File: config.mk
export PLATFORM = sky130hd
export DESIGN_NAME = sid_write_arbiter
export DESIGN_NICKNAME = d
export VERILOG_FILES = /design/src/rtl/sid_bus_pkg.sv /design/src/rtl/sid_wr_fifo.sv /design/src/rtl/sid_write_arbiter.sv
export SDC_FILE = /design/constraint.sdc
export NUM_CORES = 1
export LEC_CHECK = 0
export ABC_AREA = 1
export ABC_CLOCK_PERIOD_IN_PS = 2400
export CORE_ASPECT_RATIO = 1.1
export CORE_UTILIZATION = 25
export DETAILED_ROUTE_END_ITERATION = 16
export PLACE_DENSITY = 0.42
export SETUP_SLACK_MARGIN = 0.4
export SYNTH_ARGS = -nofsm -noshare
export SYNTH_HDL_FRONTEND = slang
export SYNTH_SLANG_ARGS = --single-unit
File: constraint.sdc
create_clock -name CLK -period 2.4 [get_ports CLK]
set_clock_uncertainty 0.1 [all_clocks]
set_input_delay 0.48 -clock CLK [delete_from_list [all_inputs] [get_ports CLK]]
set_output_delay 0.48 -clock CLK [all_outputs]
set_load 0.05 [all_outputs]
File: src/rtl/sid_bus_pkg.sv
// Shared SID bus definitions: register widths, the queued write entry type,
// and the system-clock to SID-clock ratio.
package sid_bus_pkg;

  localparam int SID_ADDR_W = 5;
  localparam int SID_DATA_W = 8;
  localparam int SID_CLKDIV = 12;

  typedef struct packed {
    logic [SID_ADDR_W-1:0] addr;
    logic [SID_DATA_W-1:0] data;
  } sid_wr_t;

endpackage

File: src/rtl/sid_wr_fifo.sv
// Synchronous FIFO holding pending SID register writes.
// Flush takes priority over push and pop; the caller never pushes when full or pops when empty.
module sid_wr_fifo #(
  parameter  int DEPTH   = 4,
  parameter  int WIDTH   = 13,
  localparam int PTR_W   = $clog2(DEPTH),
  localparam int LEVEL_W = PTR_W + 1
) (
  input  logic               CLK,
  input  logic               RSTn,
  input  logic               i_flush,
  input  logic               i_push,
  input  logic [WIDTH-1:0]   i_data,
  input  logic               i_pop,
  output logic [WIDTH-1:0]   o_data,
  output logic               o_full,
  output logic               o_empty,
  output logic [LEVEL_W-1:0] o_level
);

  logic [WIDTH-1:0]   r_mem [DEPTH];
  logic [PTR_W-1:0]   r_wr_ptr;
  logic [PTR_W-1:0]   r_rd_ptr;
  logic [LEVEL_W-1:0] r_level;

  // NOTE: storage is deliberately not reset; only pointers and level define
  // which entries are valid, so stale contents are never observed.
  always_ff @(posedge CLK) begin
    if (i_push) r_mem[r_wr_ptr] <= i_data;
  end

  // NOTE: sequential state uses non-blocking assignments so every register
  // samples pre-edge values regardless of statement order.
  always_ff @(posedge CLK or negedge RSTn) begin
    if (!RSTn) begin
      r_wr_ptr <= '0;
      r_rd_ptr <= '0;
      r_level  <= '0;
    end else if (i_flush) begin
      r_wr_ptr <= '0;
      r_rd_ptr <= '0;
      r_level  <= '0;
    end else begin
      if (i_push) r_wr_ptr <= r_wr_ptr + PTR_W'(1);
      if (i_pop)  r_rd_ptr <= r_rd_ptr + PTR_W'(1);
      case ({i_push, i_pop})
        2'b10:   r_level <= r_level + LEVEL_W'(1);
        2'b01:   r_level <= r_level - LEVEL_W'(1);
        default: r_level <= r_level;
      endcase
    end
  end

  assign o_data  = r_mem[r_rd_ptr];
  assign o_full  = (r_level == LEVEL_W'(DEPTH));
  assign o_empty = (r_level == '0);
  assign o_level = r_level;

endmodule

File: src/rtl/sid_write_arbiter.sv
// Round-robin arbiter sharing the SID write bus between two requesters; writes
// are queued and issued at most one per CLKen so the SID never sees two in one cycle.
module sid_write_arbiter
  import sid_bus_pkg::*;
#(
  parameter int DEPTH  = 4,
  parameter int ADDR_W = SID_ADDR_W,
  parameter int DATA_W = SID_DATA_W
) (
  input  logic                     CLK,
  input  logic                     RSTn,
  input  logic                     CLKen,
  input  logic                     FLUSH,
  input  logic                     A_VALID,
  output logic                     A_READY,
  input  logic [ADDR_W-1:0]        A_ADDR,
  input  logic [DATA_W-1:0]        A_DATA,
  input  logic                     B_VALID,
  output logic                     B_READY,
  input  logic [ADDR_W-1:0]        B_ADDR,
  input  logic [DATA_W-1:0]        B_DATA,
  output logic                     WR,
  output logic [ADDR_W-1:0]        ADDR,
  output logic [DATA_W-1:0]        DATAW,
  output logic [$clog2(DEPTH):0]   LEVEL
);

  localparam int ENTRY_W = ADDR_W + DATA_W;

  logic               r_rr_b;
  logic               r_wr;
  logic [ADDR_W-1:0]  r_addr;
  logic [DATA_W-1:0]  r_data;

  logic               w_full;
  logic               w_empty;
  logic               w_open;
  logic               w_grant_a;
  logic               w_grant_b;
  logic               w_push;
  logic               w_pop;
  logic               w_contended;
  logic [ENTRY_W-1:0] w_push_data;
  logic [ENTRY_W-1:0] w_head;

  // READY comes from the registered full flag: a pop in the same cycle does
  // not reopen the FIFO until the next CLK.
  assign w_open = !w_full && !FLUSH;

  // NOTE: every combinational output gets a default first so no path leaves
  // it unassigned, which would infer a latch.
  always_comb begin
    w_grant_a   = 1'b0;
    w_grant_b   = 1'b0;
    w_contended = A_VALID && B_VALID;
    if (w_open) begin
      if (w_contended) begin
        w_grant_a = !r_rr_b;
        w_grant_b = r_rr_b;
      end else begin
        w_grant_a = A_VALID;
        w_grant_b = B_VALID;
      end
    end
  end

  assign A_READY     = w_grant_a;
  assign B_READY     = w_grant_b;
  assign w_push      = w_grant_a || w_grant_b;
  assign w_push_data = w_grant_b ? {B_ADDR, B_DATA} : {A_ADDR, A_DATA};
  assign w_pop       = CLKen && !w_empty && !FLUSH;

  sid_wr_fifo #(
    .DEPTH (DEPTH),
    .WIDTH (ENTRY_W)
  ) u_fifo (
    .CLK     (CLK),
    .RSTn    (RSTn),
    .i_flush (FLUSH),
    .i_push  (w_push),
    .i_data  (w_push_data),
    .i_pop   (w_pop),
    .o_data  (w_head),
    .o_full  (w_full),
    .o_empty (w_empty),
    .o_level (LEVEL)
  );

  always_ff @(posedge CLK or negedge RSTn) begin
    if (!RSTn) begin
      r_rr_b <= 1'b0;
      r_wr   <= 1'b0;
      r_addr <= '0;
      r_data <= '0;
    end else begin
      if (w_open && w_contended) r_rr_b <= !r_rr_b;
      r_wr <= w_pop;
      if (w_pop) {r_addr, r_data} <= w_head;
    end
  end

  assign WR    = r_wr;
  assign ADDR  = r_addr;
  assign DATAW = r_data;

endmodule
==> results.sh, run 1 <==
export IMPL_status="finished, final reports clean"
export IMPL_cap_viol_max_count=0
export IMPL_drt_iter0_drc=74
export IMPL_tritoncts="done"
export IMPL_dp_cells=507
export IMPL_crit_fanout=4
export IMPL_core_um2=12100
export IMPL_power_density_nw_per_um2=1080
export IMPL_period_needed_ns=1.95
export IMPL_required_ns=1.82
export IMPL_synth_ff_type="edfxtp_1"
export IMPL_path_class="register to output pin"
export IMPL_cts_made_buffers=9
export IMPL_insertion_delay_ns=0.33
export IMPL_drc=0
export IMPL_layout_drive_gt1_share_pct=18.9
export IMPL_place_area_um2=4030
export IMPL_dieArea_um2=13000
export IMPL_routabilityCongestion=0.732
export IMPL_area_growth_pct=39.8
export IMPL_synth_seq_cells=74
export IMPL_grt_usage_pct=12.2
export IMPL_startpoint_type="register"
export IMPL_postRouteAntennaNets=0
export IMPL_ios=51
export IMPL_setup_viol=0
export IMPL_synth_area_leader_cell="edfxtp_1"
export IMPL_yosysMostFrequentCell="nand2_1"
export IMPL_insertedDiodeCount=0
export IMPL_synth_edf_count=52
export IMPL_nNetsFinal=408
export IMPL_via_count=2273
export IMPL_htreeDepth=3
export IMPL_die_h_um=120
export IMPL_routed_wl_mm=7.34
export IMPL_grt_overflow=0
export IMPL_rows=42
export IMPL_grt_pass1_wl_mm=11.5
export IMPL_vias_per_cell=4.29
export IMPL_num_fill_cells=1225
export IMPL_ir_drop_mv=0.344
export IMPL_synth_seq_area_share_pct=67.1
export IMPL_cts_root_buf="clkbuf_16"
export IMPL_finalHoldViolations=0
export IMPL_initial_utilization_pct=25.9
export IMPL_post_drt_wl_per_cell_um=13.8
export IMPL_slew_viol_final=0
export IMPL_antenna_found_initial=0
export IMPL_grt_max_degree=28
export IMPL_clock_fmax_ghz=0.513
export IMPL_avgSynthCellArea_um2=10.6
export IMPL_design_area_um2=4400
export IMPL_cellLeakagePower_uw=0.00185
export IMPL_synth_nets=333
export IMPL_yosysTopAreaCellShare_pct=49.6
export IMPL_rsz0062_at_grt="true"
export IMPL_ys_top_cells_by_count="nand2_1 (97), edfxtp_1 (52), nor2_1 (31), o21ai_0 (28), dfrtp_1 (22)"
export IMPL_die_x_um=109
export IMPL_multiInputGateArea_um2=978
export IMPL_netlist_top_cells_area="edfxtp_1 (50%), dfrtp_1 (17%), nand2_1 (12%)"
export IMPL_grt_pass1_vias=2109
export IMPL_clock_sinks=74
export IMPL_cp_arrival_ns=1.37
export IMPL_syn_cell_area_um2=3150
export IMPL_dp_final_hpwl_mm=4.92
export IMPL_hp_class="register to register"
export IMPL_port_buffers=50
export IMPL_stdcell_count=530
export IMPL_firstDrtPassIters=4
export IMPL_synthArstFlopShare_pct=29.7
export IMPL_worstMarginPinSlew_ns=0.524
export IMPL_yosysUniqueCellTypes=24
export IMPL_endpoint_kind="output pin"
export IMPL_clock_path_buffers=2
export IMPL_tns_ns=0
export IMPL_clkTransAtPathRegs_ns=0.05
export IMPL_syn_inst=296
export IMPL_synth_warnings=0
export IMPL_regArea_um2=2120
export IMPL_final_period_utilization_pct=81.3
export IMPL_relSlewSlack_pct=65.0
-- worst paths after layout --
check | startpoint | to | slack, ns | cells past startpoint
max reg2reg | r_rr_b$_DFFE_PN0P_ | u_fifo.o_level[2]$_DFFE_PN0P_ | 0.49 | 12
min | DATAW[3]$_DFFE_PN0P_ | DATAW[3]$_DFFE_PN0P_ | 0.37 | 2
min in group asynchronous | RSTn | DATAW[1]$_DFFE_PN0P_ | 0.41 | 2
max in group asynchronous | RSTn | u_fifo.o_level[0]$_DFFE_PN0P_ | 1.55 | 2
max | u_fifo.o_level[1]$_DFFE_PN0P_ | A_READY | 0.45 | 6
min reg2reg | DATAW[3]$_DFFE_PN0P_ | DATAW[3]$_DFFE_PN0P_ | 0.37 | 2
-- state kept, by name, indices dropped and copies added (netlist names) --
register         count
u_fifo.r_wr_ptr      2
u_fifo.o_level       3
DATAW                8
u_fifo.r_mem        52
u_fifo.r_rd_ptr      2
ADDR                 5
r_rr_b               1
WR                   1
-- kinds of logic after synthesis --
| logic type | Yosys count | synth area share (%) |
|---|---|---|
| xor gates and xnor gates | 2 | 0.557 |
| DFF | 74 | 67.1 |
| AOI/OAI and AO/OA | 46 | 7.95 |
| buffers and inverters | 28 | 3.62 |
| and+or+nand+nor | 141 | 18.6 |
| adders and majority gates | 5 | 2.23 |
-- per-layer routing --
metal	vias up	track usage, %	wire (um)
met3	7	2.77	346
met5	-	0	0
met1	1059	16.8	3550
met4	0	5.57	102
met2	60	18.1	3340
li1	1147	-	-
-- layout by cell type, fill, tap and decap left out, drive strengths merged, types with 13 or more instances in the layout --
cell,count
o22ai,13
inv,17
dfrtp,22
buf,27
nor2,33
clkdlybuf4s50,28
o21ai,29
dlygate4sd2,18
nand2,99
edfxtp,52
-- cell type report --
class | instances | area share [%]
Sequential cell | 74 | 48.1
Multi-Input combinational cell | 194 | 22.2
Timing Repair Buffer | 75 | 16.9
Clock buffer | 12 | 5.83
Tap cell | 154 | 4.38
Inverter | 17 | 1.51
Clock inverter | 4 | 1.14
-- metrics by stage --
step | util (%) | hold WS [ns] | total power [uW] | setup WS, ns
after floorplan | - | 0.0844 | 2830 | 0.398
after global placement | 33.2 | 0.366 | 3470 | 0.0559
after detailed placement | 33.2 | 0.367 | 3470 | 0.0201
after CTS | 35.7 | 0.376 | 4770 | 0.330
after global routing | 36.3 | 0.396 | 5020 | 0.363
final | 36.3 | 0.370 | 4770 | 0.450
-- power by group --
| part | leakage [uW] | internal, uW | switching, uW | total [uW] |
|---|---|---|---|---|
| Combinational | 0.000948 | 532 | 1090 | 1620 |
| Clock | 0.000145 | 859 | 489 | 1350 |
| Sequential | 0.000756 | 1680 | 116 | 1790 |
| Total | 0.00185 | 3070 | 1700 | 4770 |
-- timing repair --
item / in CTS / in global routing
hold buffers: 0 / 0
buffers inserted: 3 / 4
pin swaps: 0 / 6
endpoints found under the setup margin: 20 / 3
gates resized for setup: 24 / 9
-- critical path: stages, from the launching register on --
cell and delay (ns):
dfrtp_2 0.44, nor2_4 0.16, nand2_4 0.09, nand3_4 0.07, buf_6 0.10, inv_2 0.04, buf_12 0.13
(Power assumes the default switching activity.)
==> run 2: changes to the inputs <==
--- a/config.mk
+++ b/config.mk
@@ -6,7 +6,7 @@
 export NUM_CORES = 1
 export LEC_CHECK = 0
 export ABC_AREA = 1
-export ABC_CLOCK_PERIOD_IN_PS = 2400
+export ABC_CLOCK_PERIOD_IN_PS = 1850
 export CORE_ASPECT_RATIO = 1.1
 export CORE_UTILIZATION = 25
 export DETAILED_ROUTE_END_ITERATION = 16
==> constraint.sdc (replaced) <==
create_clock -name CLK -period 1.85 [get_ports CLK]
set_clock_uncertainty 0.1 [all_clocks]
set_input_delay 0.37 -clock CLK [delete_from_list [all_inputs] [get_ports CLK]]
set_output_delay 0.37 -clock CLK [all_outputs]
set_load 0.05 [all_outputs]
==> results.sh, run 2 (synthesis gave the netlist of run 1 again) <==
export IMPL_dp_slack_ns=-0.484
export IMPL_rows=42
export IMPL_routed_wl_mm=8.03
export IMPL_status="finished with violations"
export IMPL_htreeDepth=3
export IMPL_grt_pass1_wl_mm=13.1
export IMPL_relSlewSlack_pct=79.3
export IMPL_slew_viol_final=0
export IMPL_hp_class="input pin to asynchronous set/reset pin"
export IMPL_area_growth_pct=55.6
export IMPL_largest_reg_flops=52
export IMPL_violations="setup timing"
export IMPL_startpoint_type="register"
export IMPL_post_drt_wl_per_cell_um=14.7
export IMPL_power_uw=6530
export IMPL_port_buffers=50
export IMPL_place_area_um2=4110
export IMPL_die_h_um=120
export IMPL_insertion_delay_ns=0.33
export IMPL_rrSetupSlack_ns=-0.02
export IMPL_required_ns=1.38
export IMPL_layout_drive_gt1_share_pct=37.2
export IMPL_nNetsFinal=424
export IMPL_endpoint_kind="output pin"
export IMPL_cap_viol_max_count=0
export IMPL_dp_final_hpwl_mm=5.07
export IMPL_num_fill_cells=1168
export IMPL_core_um2=12100
export IMPL_final_period_utilization_pct=102
export IMPL_tritoncts="done"
export IMPL_via_count=2355
export IMPL_ir_drop_mv=0.558
export IMPL_design_area_um2=4900
export IMPL_cellLeakagePower_uw=0.00203
export IMPL_cts_root_buf="clkbuf_16"
export IMPL_dp_cells=515
export IMPL_antenna_found_initial=0
export IMPL_dieArea_um2=13000
export IMPL_finalHoldViolations=0
export IMPL_setup_slack_ns=-0.0414
export IMPL_clkTransAtPathRegs_ns=0.05
export IMPL_period_needed_ns=1.89
export IMPL_rr_startpoint="u_fifo.o_level[1]$_DFFE_PN0P_"
export IMPL_largest_register="u_fifo.r_mem"
export IMPL_vias_per_cell=4.31
export IMPL_clock_path_buffers=2
export IMPL_rsz0062_at_grt="true"
export IMPL_insertedDiodeCount=0
export IMPL_grt_max_degree=28
export IMPL_setup_viol=3
export IMPL_routabilityCongestion=0.709
export IMPL_grt_overflow=0
export IMPL_firstDrtPassIters=4
export IMPL_cts_made_buffers=9
export IMPL_ios=51
export IMPL_postRouteAntennaNets=0
export IMPL_clock_fmax_ghz=0.529
export IMPL_ctsHoldBuffers=0
export IMPL_crit_fanout=3
export IMPL_cp_arrival_ns=1.42
export IMPL_final_cell_mix="nand2_1 (56), edfxtp_1 (52), buf_4 (30), clkdlybuf4s50_1 (28), o21ai_0 (27)"
export IMPL_die_x_um=109
export IMPL_grt_pass1_vias=2432
export IMPL_drc=0
export IMPL_r2r_end="u_fifo.o_level[2]$_DFFE_PN0P_"
export IMPL_power_density_nw_per_um2=1330
export IMPL_drt_iter0_drc=74
export IMPL_path_class="register to output pin"
export IMPL_worstMarginPinSlew_ns=0.310
export IMPL_timing_hold_ws_ns=0.300
export IMPL_clock_sinks=74
export IMPL_grt_usage_pct=13.9
export IMPL_initial_utilization_pct=25.9
export IMPL_worst_r2r_cell_count=13
export IMPL_final_common_cell="nand2_1"
export IMPL_stdcell_count=546
-- run 2: changes by cell type in the layout (fill, tap and decap cells not counted), moves of 3 or more --
cell,previous run,this run
nand2_1,94,56
buf_6,1,15
nand2_2,2,19
nor2_2,5,1
nor2_4,2,6
buf_12,6,9
buf_8,0,3
dlygate4sd2_1,18,3
buf_4,20,30
nand2_4,3,24
-- run 2: metal layers --
metal	GRT usage, %	vias up	part of all wire [%]
met5	0	-	0
met4	6.84	0	2.2
met3	2.12	11	3.2
met2	22.0	52	49
met1	18.4	1110	46
li1	-	1182	-
-- run 2: worst max-delay path, cell delays in order, from the launching register on --
cell and delay, ns:
dfrtp_2 0.42, nor2_4 0.15, nand2_4 0.09, nand3_4 0.08, buf_6 0.11, clkinvlp_4 0.09, buf_12 0.15
-- run 2: worst max path at each step --
stage | startpoint | end | depth (start not counted)
after floorplan | u_fifo.o_level[0]$_DFFE_PN0P_ | u_fifo.o_level[2]$_DFFE_PN0P_ | 13
after global placement | A_VALID | u_fifo.o_level[2]$_DFFE_PN0P_ | 13
after detailed placement | A_VALID | u_fifo.o_level[2]$_DFFE_PN0P_ | 13
after CTS | u_fifo.o_level[1]$_DFFE_PN0P_ | A_READY | 6
after global routing | u_fifo.o_level[1]$_DFFE_PN0P_ | u_fifo.o_level[2]$_DFFE_PN0P_ | 13
final | u_fifo.o_level[1]$_DFFE_PN0P_ | A_READY | 6
-- run 2: area by class of cell --
class                           count  area [um2]  area share, %
Sequential cell                    74        2120           43.2
Timing Repair Buffer               91        1000           20.5
Clock inverter                      5        31.3          0.638
Tap cell                          154         193           3.93
Inverter                           17        82.6           1.69
Multi-Input combinational cell    194        1240           25.3
Clock buffer                       11         233           4.75
-- run 2: timing repair --
| action | CTS | global route |
|---|---|---|
| pin swaps | 18 | 6 |
| resized for setup | 97 | 13 |
| gates cloned | 3 | 0 |
| endpoints found under the hold margin | 0 | 0 |
| setup endpoints to repair | 114 | 123 |
| buffers inserted | 9 | 3 |
-- run 2: metrics by stage --
stage                     util, %  setup TNS [ns]
after floorplan                 -          -0.225
after global placement       33.8          -31.35
after detailed placement     33.8          -35.04
after CTS                    39.9          -0.188
after global routing         40.4          -0.932
final                        40.4         -0.0794
-- run 2: power breakdown --
part / switching [uW] / internal (uW)
Combinational: 1610 / 1040
Clock: 645 / 905
Sequential: 147 / 2180
